<file path="config.mk">
export PLATFORM = sky130hd
export DESIGN_NAME = ex_mem_pipe
export DESIGN_NICKNAME = d
export VERILOG_FILES = /design/src/rtl/ex_mem_pkg.sv /design/src/rtl/pipe_skid_buf.sv /design/src/rtl/ex_mem_pipe.sv
export SDC_FILE = /design/constraint.sdc
export NUM_CORES = 1
export LEC_CHECK = 0
export ABC_AREA = 1
export CAP_MARGIN = 20
export CORE_AREA = 2 2 234 144
export CTS_BUF_LIST = sky130_fd_sc_hd__clkbuf_4 sky130_fd_sc_hd__clkbuf_8
export CTS_CLUSTER_DIAMETER = 30
export CTS_CLUSTER_SIZE = 10
export DETAILED_ROUTE_END_ITERATION = 10
export DIE_AREA = 0 0 236 146
export PLACE_DENSITY = 0.71
export SETUP_SLACK_MARGIN = 0.5
export SLEW_MARGIN = 20
export SYNTH_ARGS = -nofsm -noshare
export SYNTH_HDL_FRONTEND = slang
export SYNTH_SLANG_ARGS = --single-unit
</file>
<file path="constraint.sdc">
create_clock -name clk -period 2.1 [get_ports clk]
set_clock_uncertainty 0.2 [all_clocks]
set_input_delay 0.42 -clock clk [delete_from_list [all_inputs] [get_ports clk]]
set_output_delay 0.42 -clock clk [all_outputs]
set_load 0.01 [all_outputs]
</file>
<file path="src/rtl/ex_mem_pkg.sv">
// Shared types for the execute-to-memory stage: payload layout, control bit
// positions, funct3 size codes and skid-buffer state encodings.
package ex_mem_pkg;

  localparam int EX_MEM_XLEN = 32;

  // Bit positions inside the 4-bit control field carried to the memory stage
  localparam int CTL_MEM_TO_REG = 0;
  localparam int CTL_REG_WRITE  = 1;
  localparam int CTL_MEM_WRITE  = 2;
  localparam int CTL_MEM_READ   = 3;

  // funct3[1:0] access-size codes for loads and stores
  localparam logic [1:0] F3_SIZE_B = 2'b00;
  localparam logic [1:0] F3_SIZE_H = 2'b01;
  localparam logic [1:0] F3_SIZE_W = 2'b10;

  typedef enum logic [1:0] {
    BUF_EMPTY = 2'd0,
    BUF_ONE   = 2'd1,
    BUF_TWO   = 2'd2
  } buf_state_e;

  typedef struct packed {
    logic [EX_MEM_XLEN-1:0] result;
    logic [EX_MEM_XLEN-1:0] addr;
    logic [EX_MEM_XLEN-1:0] store_data;
    logic [4:0]             rd;
    logic [3:0]             ctl;
    logic [2:0]             funct3;
    logic                   misaligned;
  } ex_mem_payload_t;

  function automatic logic addr_misaligned(input logic [1:0] size,
                                           input logic [1:0] addr_lo);
    logic bad;
    bad = 1'b0;
    if (size == F3_SIZE_H) bad = addr_lo[0];
    if (size == F3_SIZE_W) bad = |addr_lo;
    return bad;
  endfunction

endpackage

</file>
<file path="src/rtl/pipe_skid_buf.sv">
// Generic 2-entry valid/ready skid buffer. in_ready comes straight from a flop,
// so downstream backpressure never reaches the producer combinationally.
module pipe_skid_buf
  import ex_mem_pkg::*;
#(
  parameter int WIDTH = 8
) (
  input  logic             clk,
  input  logic             reset_n,
  input  logic             flush,
  input  logic             in_valid,
  output logic             in_ready,
  input  logic [WIDTH-1:0] in_data,
  output logic             out_valid,
  input  logic             out_ready,
  output logic [WIDTH-1:0] out_data
);

  buf_state_e       state_reg;
  logic             in_ready_reg;
  logic             out_valid_reg;
  logic [WIDTH-1:0] out_data_reg;
  logic [WIDTH-1:0] skid_data_reg;
  logic             accept;
  logic             drain;

  assign accept = in_valid && in_ready_reg && !flush;
  assign drain  = out_valid_reg && out_ready;

  always_ff @(posedge clk or negedge reset_n) begin
    if (!reset_n) begin
      state_reg     <= BUF_EMPTY;
      in_ready_reg  <= 1'b1;
      out_valid_reg <= 1'b0;
      out_data_reg  <= '0;
      skid_data_reg <= '0;
    end else if (flush) begin
      state_reg     <= BUF_EMPTY;
      in_ready_reg  <= 1'b1;
      out_valid_reg <= 1'b0;
    end else begin
      case (state_reg)
        BUF_EMPTY: begin
          if (accept) begin
            out_data_reg  <= in_data;
            out_valid_reg <= 1'b1;
            state_reg     <= BUF_ONE;
          end
        end
        BUF_ONE: begin
          if (accept && !drain) begin
            // Output is stalled: park the new entry and stop accepting
            skid_data_reg <= in_data;
            in_ready_reg  <= 1'b0;
            state_reg     <= BUF_TWO;
          end else if (accept) begin
            out_data_reg <= in_data;
          end else if (drain) begin
            out_valid_reg <= 1'b0;
            state_reg     <= BUF_EMPTY;
          end
        end
        BUF_TWO: begin
          if (drain) begin
            out_data_reg <= skid_data_reg;
            in_ready_reg <= 1'b1;
            state_reg    <= BUF_ONE;
          end
        end
        default: begin
          state_reg     <= BUF_EMPTY;
          in_ready_reg  <= 1'b1;
          out_valid_reg <= 1'b0;
        end
      endcase
    end
  end

  assign in_ready  = in_ready_reg;
  assign out_valid = out_valid_reg;
  assign out_data  = out_data_reg;

endmodule

</file>
<file path="src/rtl/ex_mem_pipe.sv">
// RV32I execute-to-memory stage: link-value mux, misalignment check and branch
// redirect around a skid buffer. Optional trap masking: EX_MEM_MISALIGN_TRAP_EN.
module ex_mem_pipe
  import ex_mem_pkg::*;
#(
  parameter int XLEN = 32
) (
  input  logic            clk,
  input  logic            reset_n,
  input  logic            flush,
  input  logic            in_valid,
  output logic            in_ready,
  input  logic [XLEN-1:0] alu_out,
  input  logic            branch_enable,
  input  logic            is_branch,
  input  logic            is_jal,
  input  logic            is_jalr,
  input  logic [XLEN-1:0] pc,
  input  logic [XLEN-1:0] imm,
  input  logic [XLEN-1:0] rs2_data,
  input  logic [4:0]      rd,
  input  logic            mem_read,
  input  logic            mem_write,
  input  logic            reg_write,
  input  logic            mem_to_reg,
  input  logic [2:0]      funct3,
  output logic            out_valid,
  input  logic            out_ready,
  output logic [XLEN-1:0] out_result,
  output logic [XLEN-1:0] out_addr,
  output logic [XLEN-1:0] out_store_data,
  output logic [4:0]      out_rd,
  output logic [3:0]      out_ctl,
  output logic [2:0]      out_funct3,
  output logic            out_misaligned,
  output logic            redirect_valid,
  output logic [XLEN-1:0] redirect_pc
);

  localparam int PAYLOAD_W = $bits(ex_mem_payload_t);

  ex_mem_payload_t payload_in;
  ex_mem_payload_t payload_out;
  logic [3:0]      ctl_raw;
  logic [3:0]      ctl_fwd;
  logic            misaligned;
  logic            accept;
  logic            taken;
  logic [XLEN-1:0] target;
  logic            redirect_valid_reg;
  logic [XLEN-1:0] redirect_pc_reg;

  assign accept  = in_valid && in_ready && !flush;
  assign ctl_raw = {mem_read, mem_write, reg_write, mem_to_reg};

`ifdef EX_MEM_MISALIGN_TRAP_EN
  logic is_mem;
  assign is_mem     = mem_read || mem_write;
  assign misaligned = is_mem && addr_misaligned(funct3[1:0], alu_out[1:0]);
`else
  assign misaligned = 1'b0;
`endif

  // A misaligned access still travels down the pipe but must not touch memory
  genvar gi;
  generate
    for (gi = 0; gi < 4; gi++) begin : g_ctl
      if (gi == CTL_MEM_READ || gi == CTL_MEM_WRITE) begin : g_mem
        assign ctl_fwd[gi] = ctl_raw[gi] & ~misaligned;
      end else begin : g_pass
        assign ctl_fwd[gi] = ctl_raw[gi];
      end
    end
  endgenerate

  assign payload_in.result     = (is_jal || is_jalr) ? pc + 32'd4 : alu_out;
  assign payload_in.addr       = alu_out;
  assign payload_in.store_data = rs2_data;
  assign payload_in.rd         = rd;
  assign payload_in.ctl        = ctl_fwd;
  assign payload_in.funct3     = funct3;
  assign payload_in.misaligned = misaligned;

  pipe_skid_buf #(
    .WIDTH (PAYLOAD_W)
  ) u_skid (
    .clk       (clk),
    .reset_n   (reset_n),
    .flush     (flush),
    .in_valid  (in_valid),
    .in_ready  (in_ready),
    .in_data   (payload_in),
    .out_valid (out_valid),
    .out_ready (out_ready),
    .out_data  (payload_out)
  );

  assign taken  = (is_branch && branch_enable) || is_jal || is_jalr;
  assign target = is_jalr ? {alu_out[XLEN-1:1], 1'b0} : pc + imm;

  // Redirect fires once per accepted taken transfer, regardless of drain timing
  always_ff @(posedge clk or negedge reset_n) begin
    if (!reset_n) begin
      redirect_valid_reg <= 1'b0;
      redirect_pc_reg    <= '0;
    end else if (flush) begin
      redirect_valid_reg <= 1'b0;
    end else begin
      redirect_valid_reg <= accept && taken;
      if (accept && taken) begin
        redirect_pc_reg <= target;
      end
    end
  end

  assign redirect_valid = redirect_valid_reg;
  assign redirect_pc    = redirect_pc_reg;

  assign out_result     = payload_out.result;
  assign out_addr       = payload_out.addr;
  assign out_store_data = payload_out.store_data;
  assign out_rd         = payload_out.rd;
  assign out_ctl        = payload_out.ctl;
  assign out_funct3     = payload_out.funct3;
  assign out_misaligned = payload_out.misaligned;

endmodule
</file>
# After elaboration in Yosys (flattened, before gate mapping)
# Index checks and enable logic that the tools add are counted.
dict set report classes {
  addsub 2
  n_eq_ne 14
  mux 24
  n_bitwise 1
  reduce_logical 19
}
# op count
set op_table {}
lappend op_table {{2-to-1 mux 109 bit} 3}
lappend op_table {{case mux 109 bit (3 select lines)} 1}
lappend op_table {{2-to-1 mux 32 bit} 2}
lappend op_table {{adder 32 x 3 -> 32 bit (second input constant)} 1}
lappend op_table {{adder 32 bit} 1}
lappend op_table {{2-to-1 mux 2 bit} 6}
lappend op_table {{2-to-1 mux 1 bit} 9}
lappend op_table {{inequality test 3 x 2 -> 1 bit (second input constant)} 3}
lappend op_table {{inequality test 3 bit (second input constant)} 3}
lappend op_table {{AND reduction 4 bit} 2}
lappend op_table {{logical AND 1 bit} 6}
lappend op_table {{inequality test 2 bit (second input constant)} 3}
lappend op_table {{case mux 1 bit (3 select lines)} 2}
lappend op_table {{case mux 2 bit (3 select lines)} 1}
lappend op_table {{AND reduction 3 bit} 2}
lappend op_table {{AND reduction 5 bit} 1}
lappend op_table {{inequality test 4 x 2 -> 1 bit (second input constant)} 1}
lappend op_table {{inequality test 4 x 3 -> 1 bit (second input constant)} 1}
lappend op_table {{logical OR 1 bit} 3}
lappend op_table {{nonzero test 3 bit} 1}
lappend op_table {{== test 2 x 1 -> 1 bit (second input constant)} 1}
lappend op_table {{== test 2 bit (second input constant)} 1}
lappend op_table {{logical NOT 1 bit} 2}
lappend op_table {{logical NOT 2 bit} 1}
lappend op_table {{other kinds (3)} 3}
dict set report totals {
  ff_bits 254
  inputBits 149
  out_inout_bits 144
}

# Depth between registers and ports, before layout
dict set report depth {
  depth_word 6
  ltp_mapped 15
  ltp_nobuf 15
}

# By module
# Synthesis repeated with hierarchy kept, for this count alone.
dict set report hier_totals {
  cells_unflattened 2214
  area_unflattened_um2 15154.5
}
# mod n_inst cells_each area_each_um2
set modules_own_cells {}
lappend modules_own_cells {pipe_skid_buf 1 1280 10189.8}
lappend modules_own_cells {ex_mem_pipe 1 934 4964.8}

# Least setup slack after synthesis
# No wires, ideal clock.
dict set report synth_timing {
  path_kind {input-to-reg}
  start {input port pc[0]}
  end {register redirect_pc_reg[14], in the netlist redirect_pc[14]}
  setup_time_ns 0.123
  arrival_time_ns 1.857
  required_ns 1.777
  path_slack_ns -0.080
  cell_stages 11
  cell_sequence {ha_1 > fa_1 > nand3_1 > nand3_1 > nand2_1 > nand2_1 > nand2_1 > nand2_1 > xor2_1 > o21ai_0 > nand2_1}
}
dict set report synth_via {
  elab_chain_len 2
}
# item line_no
set synth_rtl {}
lappend synth_rtl {{start: declaration} ex_mem_pipe.sv:18} ;# input logic [XLEN-1:0] pc,
lappend synth_rtl {{adder 32 bit} ex_mem_pipe.sv:99} ;# assign target = is_jalr ? {alu_out[XLEN-1:1], 1'b0} : pc + imm;
lappend synth_rtl {{2-to-1 mux 32 bit} ex_mem_pipe.sv:99}
lappend synth_rtl {{end signal: assignment} ex_mem_pipe.sv:111} ;# redirect_pc_reg <= target;
lappend synth_rtl {{end: declaration} ex_mem_pipe.sv:51} ;# logic [XLEN-1:0] redirect_pc_reg;
# No other way between the ends.
# A chain may end at the register's enable or synchronous reset.

# Worst setup path in the final report
dict set report layout_timing {
  start {register u_skid.in_ready_reg, in the netlist u_skid.in_ready}
  end {register u_skid.out_data_reg[4], in the netlist u_skid.out_data[4]}
}
dict set report layout_via {
  elab_chain_len 5
}
# item line_no
set layout_rtl {}
lappend layout_rtl {{start: declaration} pipe_skid_buf.sv:20} ;# logic in_ready_reg;
lappend layout_rtl {{start signal: assignment} pipe_skid_buf.sv:33} ;# in_ready_reg <= 1'b1;
lappend layout_rtl {{start signal: assignment} pipe_skid_buf.sv:39} ;# in_ready_reg <= 1'b1;
lappend layout_rtl {{start signal: assignment} pipe_skid_buf.sv:54} ;# in_ready_reg <= 1'b0;
lappend layout_rtl {{logical AND 1 bit (*) (2 in series)} pipe_skid_buf.sv:27} ;# assign accept = in_valid && in_ready_reg && !flush;
lappend layout_rtl {{2-to-1 mux 109 bit or logical AND 1 bit (tied branches)} n/a}
lappend layout_rtl {{2-to-1 mux 109 bit or inequality test 2 bit (tied branches)} n/a}
lappend layout_rtl {{case mux 109 bit (3 select lines) or AND reduction 4 bit (tied branches)} n/a}
lappend layout_rtl {{end signal: assignment} pipe_skid_buf.sv:45} ;# out_data_reg <= in_data;
lappend layout_rtl {{end signal: assignment} pipe_skid_buf.sv:57} ;# out_data_reg <= in_data;
lappend layout_rtl {{end signal: assignment} pipe_skid_buf.sv:65} ;# out_data_reg <= skid_data_reg;
lappend layout_rtl {{end: declaration} pipe_skid_buf.sv:22} ;# logic [WIDTH-1:0] out_data_reg;
# Every way passes the cells marked *; elsewhere a longest branch is shown, timed or not. The select of a mux whose other input is x is not followed.

==> impl_metrics.csv <==
group,metric,value,unit
pwr,p_per_area,975,nW/um2
synthesis,avgSynthCellArea,7.12,um2
worst_setup_path,crit_buf_inv,4,
die,die_h,146,um
pwr,total_power,22.5,mW
die,initial_core_util,44.7,%
synthesis,async_reset_ff_share,100,%
pwr,seqPwrFrac,37.4,%
worst_setup_path,cp_cell_sequence,"nand2_4, nor2_4, inv_2, a21oi_4, nand2_4, nand3_4, buf_12, buf_12, buf_16, nand2_1, o21ai_2",
layout,drive_above_1_share,34.2,%
layout,seqCellArea,6330,um2
pwr,p_leak,11.7,nW
die,die_w,236,um
synthesis,yosysWarnings,0,
route,drtIter0Drc,1588,
grt,track_usage,30.2,%
pwr,switching_power,8.42,mW
route,avgViaCountPerCell,5.33,
synthesis,ys_ff_latch,253,
pwr,p_clk_share,20.7,%
grt,grt_pass1_vias,14500,
sta,slew_violations,0,
clock_network,cts_root_buf,"clkbuf_8",
route,routedWlPerCell,19.6,um
sta,rsz0062_at_grt,"true",
clock_network,cts.path.max_buffers,3,
route,antenna_left,0,
pwr,internal-power,14.0,mW
clock_network,clock_sinks,253,
layout,fin_area,23000,um2
clock_network,clk_pin_slew_worst_paths,0.07,ns
place,placed_cells,2831,
synthesis,syn_inst,2017,
sta,timing.fmax,480,MHz
synthesis,synth_mux_area_share,0,%
layout,antenna_cells,0,
grt,grt_pass1_wl,81500,um
grt,antenna_found_initial,0,
synthesis,syn_nets,2199,
sta,worst_slew_pin_slew,0.526,ns
worst_setup_path,cp_top_family,"flip-flops",
route,wirelength,59300,um
job,maxCapViolCount,0,
synthesis,yosysSeqAreaShare,44.1,%
layout,multi_input_area,8350,um2
pwr,swShare,37.5,%
layout,nNetsFinal,2754,
die,rows,51,
synthesis,synthFlopType,"dfrtp_1",
worst_setup_path,crit_slowest_cell,"dfstp_2",
clock_network,cts_tree,"yes",
die,core-area,32100,um2
clock_network,numCtsBuffers,39,
synthesis,synth_top_family_by_area,"simple AND/OR/NAND/NOR gates",
place,port_buffers,291,
sta,period_share,99.2,%
sta,holdWs,0.100,ns
synthesis,synthesis.area,14400,um2
grt,grt-ovfl-total,0,
layout,layout.cells.non_filler,3023,
sta,finalHoldViolations,0,
synthesis,yosys.area_share.simple,27.6,%
clock_network,htreeDepth,2,
pwr,peakVddDrop,0.000593,V
sta,slew_headroom,64.9,%
synthesis,synth_compound_area_share,14.6,%
synthesis,synth_xor_area_share,1.22,%
worst_setup_path,slowest_delay,0.59,ns
worst_setup_path,cp_max_fo,10,
grt,grt_max_degree,101,
place,gp_congestion,0.975,
worst_setup_path,required,2.38,ns
worst_setup_path,endpoint_kind,"flip-flop",
die,die_area,34500,um2
place,dp_hpwl,38300,um
worst_setup_path,critPathArrivalTime,2.37,ns
route,first_pass_iters,7,
place,placed_area,19500,um2
sta,setup_viol,0,
clock_network,insertion_delay,0.57,ns
synthesis,synth_cell_type_count,44,
layout,area_delta_synth_final,60.4,%
route,via_count,16100,
sta,post-route-min-period,2.08,ns
worst_hold_path,worstHoldPathType,"input pin to flip-flop",
die,ioPinCount,293,
layout,nFillCells,2473,
worst_setup_path,path_class,"flip-flop to flip-flop",
route,drcViolationCount,0,
worst_setup_path,start_kind,"flip-flop",
run_status,status,"completed",
pwr,p_comb_share,41.9,%
synthesis,synthAdderAreaFrac,2.93,%
synthesis,synth_edf_count,0,
[power by group through the flow]
stage	registers (mW)	clock network (mW)	logic, mW
2_1_floorplan	8.49	0	3.23
3_3_place_gp	8.20	0	7.68
3_5_place_dp	8.26	0	7.89
4_1_cts	8.21	4.68	8.04
5_1_grt	8.59	4.93	10.1
6_report	8.40	4.64	9.41
[worst register-to-register path, stage by stage, from the launching register on]
cell and delay, ns:
dfstp_2 0.59, nand2_4 0.08, nor2_4 0.09, inv_2 0.06
a21oi_4 0.15, nand2_4 0.10, nand3_4 0.11, buf_12 0.15
buf_12 0.15, buf_16 0.16, nand2_1 0.09, o21ai_2 0.07
[layout by cell type, fill, tap and decap left out, drive strengths merged, types with 32 or more instances in the layout]
cell type / count
a21oi: 66
dlygate4sd2: 41
nand2: 760
o21ai: 309
dfrtp: 252
nor2: 136
nand3: 66
clkbuf: 77
buf: 425
inv: 228
clkdlybuf4s50: 93
ha: 32
[layer usage]
metal,GRT usage [%],share of wire [%],vias up,wire (um)
li1,-,-,7517,-
met1,44.5,44,7714,26200
met2,44.3,43,783,25600
met3,8.08,10,109,6190
met4,6.31,2.0,2,1200
met5,1.52,0.12,-,74
[final timing paths]
check / from / endpoint / slack, ns / cells after the start
hold reg to reg: u_skid.out_data[65]$_DFFE_PN0P_ / u_skid.out_data[65]$_DFFE_PN0P_ / 0.29 / 2
setup / recovery: u_skid.in_ready$_DFFE_PN1P_ / u_skid.out_data[4]$_DFFE_PN0P_ / 0.02 / 11
max in group asynchronous: reset_n / u_skid.out_data[38]$_DFFE_PN0P_ / 0.79 / 3
hold / removal: imm[0] / redirect_pc[0]$_DFFE_PN0P_ / 0.1 / 4
setup reg to reg: u_skid.in_ready$_DFFE_PN1P_ / u_skid.out_data[4]$_DFFE_PN0P_ / 0.02 / 11
min in group asynchronous: reset_n / u_skid.skid_data_reg[32]$_DFFE_PN0P_ / 0.16 / 2
[final cells by class]
class | instances | share of cell area, %
Clock inverter | 18 | 0.847
Multi-Input combinational cell | 1446 | 36.2
Sequential cell | 253 | 27.5
Timing Repair inverter | 2 | 0.201
Clock buffer | 50 | 2.85
Tap cell | 424 | 2.30
Inverter | 229 | 3.93
Timing Repair Buffer | 601 | 26.1
[cells in the mapped netlist, drive strengths merged (11+ instances only)]
cell | instances | area [um2]
nand2 | 760 | 2860
nor2 | 136 | 533
a31oi | 11 | 113
ha | 32 | 400
clkbuf | 33 | 124
inv | 227 | 852
a21oi | 66 | 342
buf | 56 | 392
nand3 | 66 | 358
dfrtp | 252 | 6310
xor2 | 15 | 131
nor3 | 13 | 70.1
o21ai | 309 | 1550
[stage by stage]
step	setup TNS, ns	worst slack, ns	utilization [%]
finish	0	0.0167	71.8
global route	-0.533	-0.0399	71.8
CTS	0	0.0811	65.4
detailed placement	-77.82	-0.652	60.8
global placement	-70.28	-0.603	60.8
floorplan	0	0.0928	-
[cell families (layout without fill, tap and decap cells)]
group	after synthesis	count (layout)
XOR/XNOR	20	20
adder cells (fa/ha/maj)	33	33
flip-flops	253	253
AO/OA/AOI/OAI	398	398
buffers and inverters	318	900
other	1	1
AND/OR/NAND/NOR	994	994
[repair_timing]
| action | 4_1_cts | 5_1_grt |
|---|---|---|
| buffers inserted | 64 | 15 |
| hold buffers | 1 | 0 |
| gates cloned | 10 | 34 |
| setup endpoints to repair | 396 | 396 |
| pin swaps | 31 | 52 |
| endpoints found under the hold margin | 88 | 0 |
| resized for setup | 766 | 333 |
Power figures use the tool's default switching activity.
==> RTL edit: new RTL, config.mk and constraints unchanged <==
Register the output `redirect_valid` once more; this adds one clock of latency there. The other outputs are not delayed to match.
--- a/src/rtl/ex_mem_pipe.sv
+++ b/src/rtl/ex_mem_pipe.sv
@@ -113,7 +113,9 @@
     end
   end
 
-  assign redirect_valid = redirect_valid_reg;
+  always_ff @(posedge clk) begin
+    redirect_valid <= redirect_valid_reg;
+  end
   assign redirect_pc    = redirect_pc_reg;
 
   assign out_result     = payload_out.result;
Function: changed (a bounded check fails within 4 cycles, from zero or initial values and one cycle with reset_n low).
==> RTL edit against the original RTL <==
  * Cell area decreased by 6.8%
  * Sequential cell count increased by 1
  * Routed wire length decreased by 6.6%
  * Power decreased by 5.3%
  * First-iteration DRC count increased by 4.3%
  * Setup slack improved by 0.027 ns
  * Synthesized area increased by 0.14%
  * Worst hold slack improved by 0.023 ns
  * Critical path type unchanged
  * Critical endpoint is now u_skid.out_data[22]
==> RTL edit: results (changes against the original RTL) <==
outcome finished, final reports clean; post-cts gate resize count 677 (-12%); largest fanout on the critical path 6 (-4); Seq/Total Area, Yosys 44.19% (+0.078 points); cell leakage power 0.01098 uW (-6.0%); M2 GR Usage 43.42% (-0.91 points); worst path arrival time 2.33 ns (-0.04 ns); GRT met3 Usage 7.853% (-0.23 points); number of global-route vias before repair 14370 (-0.78%); HP Start pc[0]; synthesized area per cell 7.123 sq um (about the same); routability-driven placement congestion ratio 0.9850 (+1.0%); WL/cell 18.54 um (-5.5%); CTS buffer count 43 (+10%); WL met1 25770 um (-1.6%); share of layout cells above drive strength 1 25.28% (-8.9 points); First-pass DRT Iterations 5 (-2); last element of the critical path u_skid.out_data[22]; Iteration-0 DRC Markers 1657 (+4.3%); NumNets Final 2713 (-1.5%); Yosys cell types 45 (+2.3%); final wirelength 55380 um (-6.6%); pre-CTS WS -0.7653 ns (-0.1135 ns); # placed instances 2830 (-0.035%); Setup Fix Bufs, Post-CTS 46 (-28%); synth top area cells dfrtp_1 (44%), nand2_1 (20%), o21ai_0 (7.7%), inv_1 (5.7%), nor2_1 (3.4%); DR WL met2 23330 um (-9.0%); syn nets 2200 (+0.045%); Pint 13440 uW (-4.3%); global-route wire length before repair 81700 um (+0.21%); via density per instance 5.184 (-2.8%); Tcrit/Tclk final 97.94% (-1.3 points); detailed placer's ending HPWL 38640 um (+0.76%); R2R Setup Slk 0.04 ns (+0.03 ns); top_reg_cell synth dfrtp_1
==> RTL edit: cell families after synthesis <==
| kind of cell | Yosys count | synth area share, % |
|---|---|---|
| other | 1 | 0.02609 |
| and+or+nand+nor | 994 | 27.51 |
| DFF | 254 | 44.19 |
| buffers and inverters | 318 | 9.566 |
| AOI/OAI and AO/OA | 398 | 14.56 |
| adders and majority gates | 33 | 2.925 |
| xor gates and xnor gates | 20 | 1.219 |
==> RTL edit: cell type report <==
cell class | instances | area [sq um]
well taps | 424 | 530.5
clock buffers | 53 | 704.4
fillers | 2788 | 10630
clock inverters | 24 | 217.7
repair inverters | 1 | 16.27
inverters | 229 | 888.4
repair buffers | 556 | 5234
multi-input cells | 1446 | 7526
flip-flops and latches | 254 | 6354
==> RTL edit: through the flow <==
stage | utilization (%) | hold WS (ns) | setup TNS (ns)
5_1_grt | 66.89 | 0.1502 | 0
2_1_floorplan | - | -0.07559 | 0
3_3_place_gp | 60.71 | 0.1378 | -75.81
6_report | 66.89 | 0.1231 | 0
3_5_place_dp | 60.71 | 0.1349 | -81.72
4_1_cts | 64.87 | 0.1505 | 0
==> RTL edit: critical path: stages, from the launching register on <==
cell and delay (ns):
dfstp_2 0.57, nand2_4 0.07, nor2_4 0.13, inv_2 0.07, a21oi_4 0.15, nand2_4 0.09, nand3_4 0.09, buf_12 0.14
buf_12 0.15, clkbuf_16 0.19, nand2_4 0.04, o21ai_1 0.07
==> RTL edit: power groups by stage <==
stage	registers [uW]	logic [uW]	clock network, uW
after CTS	8240	7700	4860
after floorplan	8510	3230	0
final	8340	8110	4810
after global placement	8220	7620	0
after detailed placement	8280	7790	0
after global routing	8550	8860	5110
